## src/rtl/addsub_seq_pkg.sv

```systemverilog
// Shared types and constants for the nibble-serial add/sub sequencer.
package addsub_seq_pkg;

  // Controller state encoding.
  typedef enum logic [1:0] {
    IDLE = 2'd0,
    RUN  = 2'd1,
    DONE = 2'd2
  } state_t;

  // Operation select values for the mode input.
  localparam logic MODE_ADD = 1'b0;
  localparam logic MODE_SUB = 1'b1;

endpackage

```

## src/rtl/addsub_nibble.sv

```systemverilog
// Gate-level 4-bit add/sub slice. B is inverted when m=1. The carry-in is a
// separate pin so the controller can chain carry/borrow between nibbles.
module addsub_nibble (
  input  logic [3:0] a,
  input  logic [3:0] b,
  input  logic       m,
  input  logic       cin,
  output logic [3:0] s,
  output logic       co
);

  logic [3:0] bx;
  logic [4:0] c;

  assign bx   = b ^ {4{m}};
  assign c[0] = cin;

  // Ripple of four full adders built from plain gates.
  for (genvar i = 0; i < 4; i++) begin : g_fa
    assign s[i]   = a[i] ^ bx[i] ^ c[i];
    assign c[i+1] = (a[i] & bx[i]) | (c[i] & (a[i] ^ bx[i]));
  end

  assign co = c[4];

endmodule

```

## src/rtl/addsub_seq_ctrl.sv

```systemverilog
// Nibble-serial WIDTH-bit adder/subtractor built around one addsub_nibble.
// Optional feature: define ADDSUB_SEQ_OVF_EN to add the signed-overflow
// output ovf.
//
// Handshakes: a transfer happens on a rising edge where valid and ready are
// both high. in_ready is high only in IDLE; out_valid is high only in DONE and
// the result stays stable until the edge where out_ready is sampled high.
// Both decode from the state register alone, never from in_valid/out_ready.
module addsub_seq_ctrl
  import addsub_seq_pkg::*;
#(
  parameter int WIDTH = 16
) (
  input  logic             clk,
  input  logic             rst_n,
  input  logic             in_valid,
  output logic             in_ready,
  input  logic [WIDTH-1:0] a,
  input  logic [WIDTH-1:0] b,
  input  logic             mode,
  output logic             out_valid,
  input  logic             out_ready,
  output logic [WIDTH-1:0] sum,
  output logic             cout,
  output logic             busy,
`ifdef ADDSUB_SEQ_OVF_EN
  output logic             ovf,
`endif
  output state_t           dbg_state
);

  localparam int NIB  = WIDTH / 4;
  localparam int IDXW = (NIB > 1) ? $clog2(NIB) : 1;

  state_t           state, state_next;
  logic [WIDTH-1:0] a_r, b_r, sum_r;
  logic             mode_r, carry, cout_r;
  logic [IDXW-1:0]  idx;
  logic [3:0]       a_nib, b_nib, s_nib;
  logic             co_nib, last;
`ifdef ADDSUB_SEQ_OVF_EN
  logic             ovf_r;
`endif

  assign last = (idx == IDXW'(NIB - 1));

  // Select the operand nibbles addressed by idx.
  always_comb begin
    a_nib = 4'd0;
    b_nib = 4'd0;
    for (int i = 0; i < NIB; i++) begin
      if (idx == IDXW'(i)) begin
        a_nib = a_r[4*i +: 4];
        b_nib = b_r[4*i +: 4];
      end
    end
  end

  addsub_nibble u_nibble (
    .a   (a_nib),
    .b   (b_nib),
    .m   (mode_r),
    .cin (carry),
    .s   (s_nib),
    .co  (co_nib)
  );

  // State register.
  always_ff @(posedge clk or negedge rst_n) begin
    if (!rst_n) state <= IDLE;
    else        state <= state_next;
  end

  // Next-state and state-decoded handshake outputs.
  always_comb begin
    state_next = state;
    in_ready   = 1'b0;
    out_valid  = 1'b0;
    busy       = 1'b0;
    case (state)
      IDLE: begin
        in_ready = 1'b1;
        if (in_valid) state_next = RUN;
      end
      RUN: begin
        busy = 1'b1;
        if (last) state_next = DONE;
      end
      DONE: begin
        busy      = 1'b1;
        out_valid = 1'b1;
        if (out_ready) state_next = IDLE;
      end
      default: state_next = IDLE;
    endcase
  end

  // Operand capture, per-nibble result write and carry/index sequencing.
  always_ff @(posedge clk or negedge rst_n) begin
    if (!rst_n) begin
      a_r    <= '0;
      b_r    <= '0;
      mode_r <= MODE_ADD;
      sum_r  <= '0;
      carry  <= 1'b0;
      cout_r <= 1'b0;
      idx    <= '0;
`ifdef ADDSUB_SEQ_OVF_EN
      ovf_r  <= 1'b0;
`endif
    end else begin
      case (state)
        IDLE: begin
          if (in_valid) begin
            a_r    <= a;
            b_r    <= b;
            mode_r <= mode;
            carry  <= mode;
            sum_r  <= '0;
            cout_r <= 1'b0;
            idx    <= '0;
`ifdef ADDSUB_SEQ_OVF_EN
            ovf_r  <= 1'b0;
`endif
          end
        end
        RUN: begin
          for (int i = 0; i < NIB; i++) begin
            if (idx == IDXW'(i)) sum_r[4*i +: 4] <= s_nib;
          end
          carry <= co_nib;
          if (last) begin
            cout_r <= co_nib;
`ifdef ADDSUB_SEQ_OVF_EN
            // The top nibble's s_nib[3] is the result MSB being written now.
            ovf_r  <= (a_r[WIDTH-1] == (b_r[WIDTH-1] ^ mode_r)) &&
                      (s_nib[3] != a_r[WIDTH-1]);
`endif
          end else begin
            idx <= idx + 1'b1;
          end
        end
        default: ;
      endcase
    end
  end

  assign sum       = sum_r;
  assign cout      = cout_r;
  assign dbg_state = state;
`ifdef ADDSUB_SEQ_OVF_EN
  assign ovf       = ovf_r;
`endif

endmodule
```

## config.mk

```make
export PLATFORM = sky130hd
export DESIGN_NAME = addsub_seq_ctrl
export DESIGN_NICKNAME = d
export VERILOG_FILES = /design/src/rtl/addsub_seq_pkg.sv /design/src/rtl/addsub_nibble.sv /design/src/rtl/addsub_seq_ctrl.sv
export SDC_FILE = /design/constraint.sdc
export NUM_CORES = 1
export LEC_CHECK = 0
export BUFFER_PORTS_ARGS = -buffer_cell sky130_fd_sc_hd__buf_2
export CELL_PAD_IN_SITES_DETAIL_PLACEMENT = 0
export CELL_PAD_IN_SITES_GLOBAL_PLACEMENT = 1
export CORE_MARGIN = 3
export CORE_UTILIZATION = 31
export CTS_BUF_LIST = sky130_fd_sc_hd__clkbuf_8
export DETAILED_ROUTE_END_ITERATION = 10
export PLACE_DENSITY_LB_ADDON = 0.05
export SLEW_MARGIN = 15
export SYNTH_ARGS = -nofsm -noshare
export SYNTH_HDL_FRONTEND = slang
export SYNTH_HIERARCHICAL = 1
export SYNTH_SLANG_ARGS = --single-unit
```

## constraint.sdc

```tcl
create_clock -name clk -period 4.3 [get_ports clk]
set_input_delay 0.43 -clock clk [delete_from_list [all_inputs] [get_ports clk]]
set_output_delay 0.43 -clock clk [all_outputs]
set_load 0.01 [all_outputs]
```

==> results.toml <==
[status]
run_status = "complete, no violations"

[global_route]
pin_count_of_the_biggest_net_entering_global_routing = 35
antenna_found_initial = 0
gr-total-overflow = 0
grt_use_total = 0.1332
global_route_wire_length_before_repair_um = 10960
vias_in_the_first_global_route = 2127

[drt]
first_iter_violations = 64
vias_per_cell = 4.952
drc = 0
routed_wire_length_per_instance_um = 16.17
drt.antenna.violating_nets = 0
drt-pass1-iter-count = 4
route.final.wire_length_um = 6725
route.vias.total = 2060

[floorplan]
initial_utilization = 0.3266
die-height_um = 103.0
die_area_um2 = 10610
floorplan.core_area_um2 = 8934
boundaryPins = 59
rows = 34
die_width_um = 103.0

[cts]
cts_hold_buffers = 0
clk-insertion-delay-late_ps = 310
clk_path_buf_depth = 2
htree_levels = 2
cts.root.buffer_cell = "clkbuf_8"
clkSinkCount = 55
cts_resized = 0
cts_made_buffers = 5
post-cts-setup-buffers = 0
clk_pin_slew_ps = 100
tritoncts_clock_tree = "done"

[worst_setup_path]
critPathMaxFanout = 17
critical_path.reg2reg.startpoint = "idx[0]"
setup.worst_path.class = "reg -> reg"
startpoint_of_the_most_critical_setup_path = "idx[0]"
critical_path.startpoint_type = "register"
cp.arrival_ps = 3890
critical_path.endpoint_type = "register"
cp.required_ps = 4490

[timing]
post_route_hold_slack_ps = 118.3
fmax_mhz = 269.7
min_period_ps = 3709
finalSetupViolations = 0
timing.max_slew.rel_slack = 0.4663
setup_total_negative_slack_ps = 0
slew_viol_final = 0
unrepaired_setup_endpoints_after_global_routing = "no"
final.setup_skew_ps = 5.444
fin_crit_sh = 0.8624
slew_at_the_pin_closest_to_its_max_slew_limit_ps = 800.5
finalHoldViolCount = 0

[synth]
synth_fp_nets = 303
ys_warn_count = 6
synthesis.area_um2 = 2918
avgSynthCellArea_um2 = 11.49
synth_edf_count = 0
synthDominantCellAreaShare = 0.4717
ys_top_cells_by_count = "dfrtp_1, mux2_2, inv_1, nor2b_1, o2bb2ai_1"
synth-async-reset-ratio = 1.000
synth_seq_cells = 55
synthFlopType = "dfrtp_1"
post-synth-top-area-cell = "dfrtp_1"
synth_sequential_area_ratio = 0.4717
synth_most_common_cell = "dfrtp_1"
synth_cell_type_count = 35
synthCells = 254
synth_top_cells_by_area = "dfrtp_1, mux2_2, o2bb2ai_1, ha_1, nor2b_1"

[run]
cap_viol_max_count = 0

[final_layout]
fin_nets = 356
n_fill_cell = 927
antennaDiodeCount = 0
area_delta_synth_final_pct = 14.49
utilization = 0.3740
layout-drive-gt1-share = 0.3539

[pwr]
p_leak_nw = 1.577
power_density_nw_per_um2 = 828.9
design_power_total_w = 0.002769
vdd.ir_drop.worst_mv = 0.3001

[placed_design]
port_buffers = 58
place_hpwl_um = 4857
gp_congestion = 0.7134

[min_path]
holdCritPathClass = "in -> async"
-- logic make-up (layout without fill, tap and decap cells) --
group | Yosys count | in the layout | share of synthesized area
and+or+nand+nor | 41 | 41 | 0.08019
xor gates and xnor gates | 4 | 4 | 0.01201
adders and majority gates | 12 | 12 | 0.06175
muxes | 35 | 35 | 0.1346
DFF | 55 | 55 | 0.4717
buffers and inverters | 37 | 91 | 0.06818
AOI/OAI and AO/OA | 70 | 70 | 0.1715
-- flip-flops by register name, summed over array words and instances (netlist names) --
signal,count
dbg_state,2
carry,1
sum,16
b_r,16
mode_r,1
cout,1
a_r,16
idx,2
-- cell type report --
type,count,area [um^2],area share
sequential,55,1376,0.4120
multi-input combinational,162,1343,0.4019
timing repair buffer,63,327.8,0.09813
tap,108,135.1,0.04045
inverter,20,75.07,0.02247
clock buffer,5,68.82,0.02060
clock inverter,3,15.01,0.004494
-- per-layer routing --
| metal | vias to the layer above | GRT usage | part of all wire |
|---|---|---|---|
| li1 | 1009 | - | - |
| met1 | 1000 | 0.1902 | 0.50 |
| met2 | 44 | 0.2037 | 0.44 |
| met3 | 7 | 0.02774 | 0.041 |
| met4 | 0 | 0.03884 | 0.011 |
| met5 | - | 0 | 0 |
-- power by group --
group | switching, W | internal, W
registers | 0.000155 | 0.000750
clock network | 0.000173 | 0.000112
logic | 0.000897 | 0.000681
-- critical path: stages (launching register included) --
cell and delay [ps]:
dfrtp_1 450, inv_1 100, ha_1 560, a21oi_1 140, a22o_1 240, xnor2_1 140, fa_1 360, inv_1 80
fa_1 150, inv_1 50, fa_1 350, inv_1 70, fa_1 490, and3_1 220, a21oi_1 110, o211ai_1 90
-- final timing paths --
check / endpoint / slack, ps / cells past startpoint
min: sum[8] / 120 / 1
min reg2reg: sum[1] / 510 / 1
max in group asynchronous: b_r[11] / 3360 / 2
max reg2reg: sum[3] / 590 / 15
max: sum[3] / 590 / 15
min in group clk: b_r[2] / 330 / 2
-- through the flow --
stage	setup WS, ps	instances	instance area (um^2)
CTS	578.5	416	3341
floorplan	950.1	254	2918
detailed placement	575.4	408	3257
global route	301.6	416	3341
global placement	685.3	408	3257
finish	591.5	416	3341
-- layout by cell type (no fill, tap or decap), drive strengths merged, types with 3 or more instances in the layout --
cell	count
o21ai	8
a31oi	13
a221oi	3
inv	20
dfrtp	55
clkinv	3
buf	63
ha	8
nand2	15
nand2b	5
o31ai	3
a22o	12
fa	4
o2bb2ai	16
mux2	34
a21oi	12
nor2b	16
clkbuf	5
(Power assumes the default switching activity.)
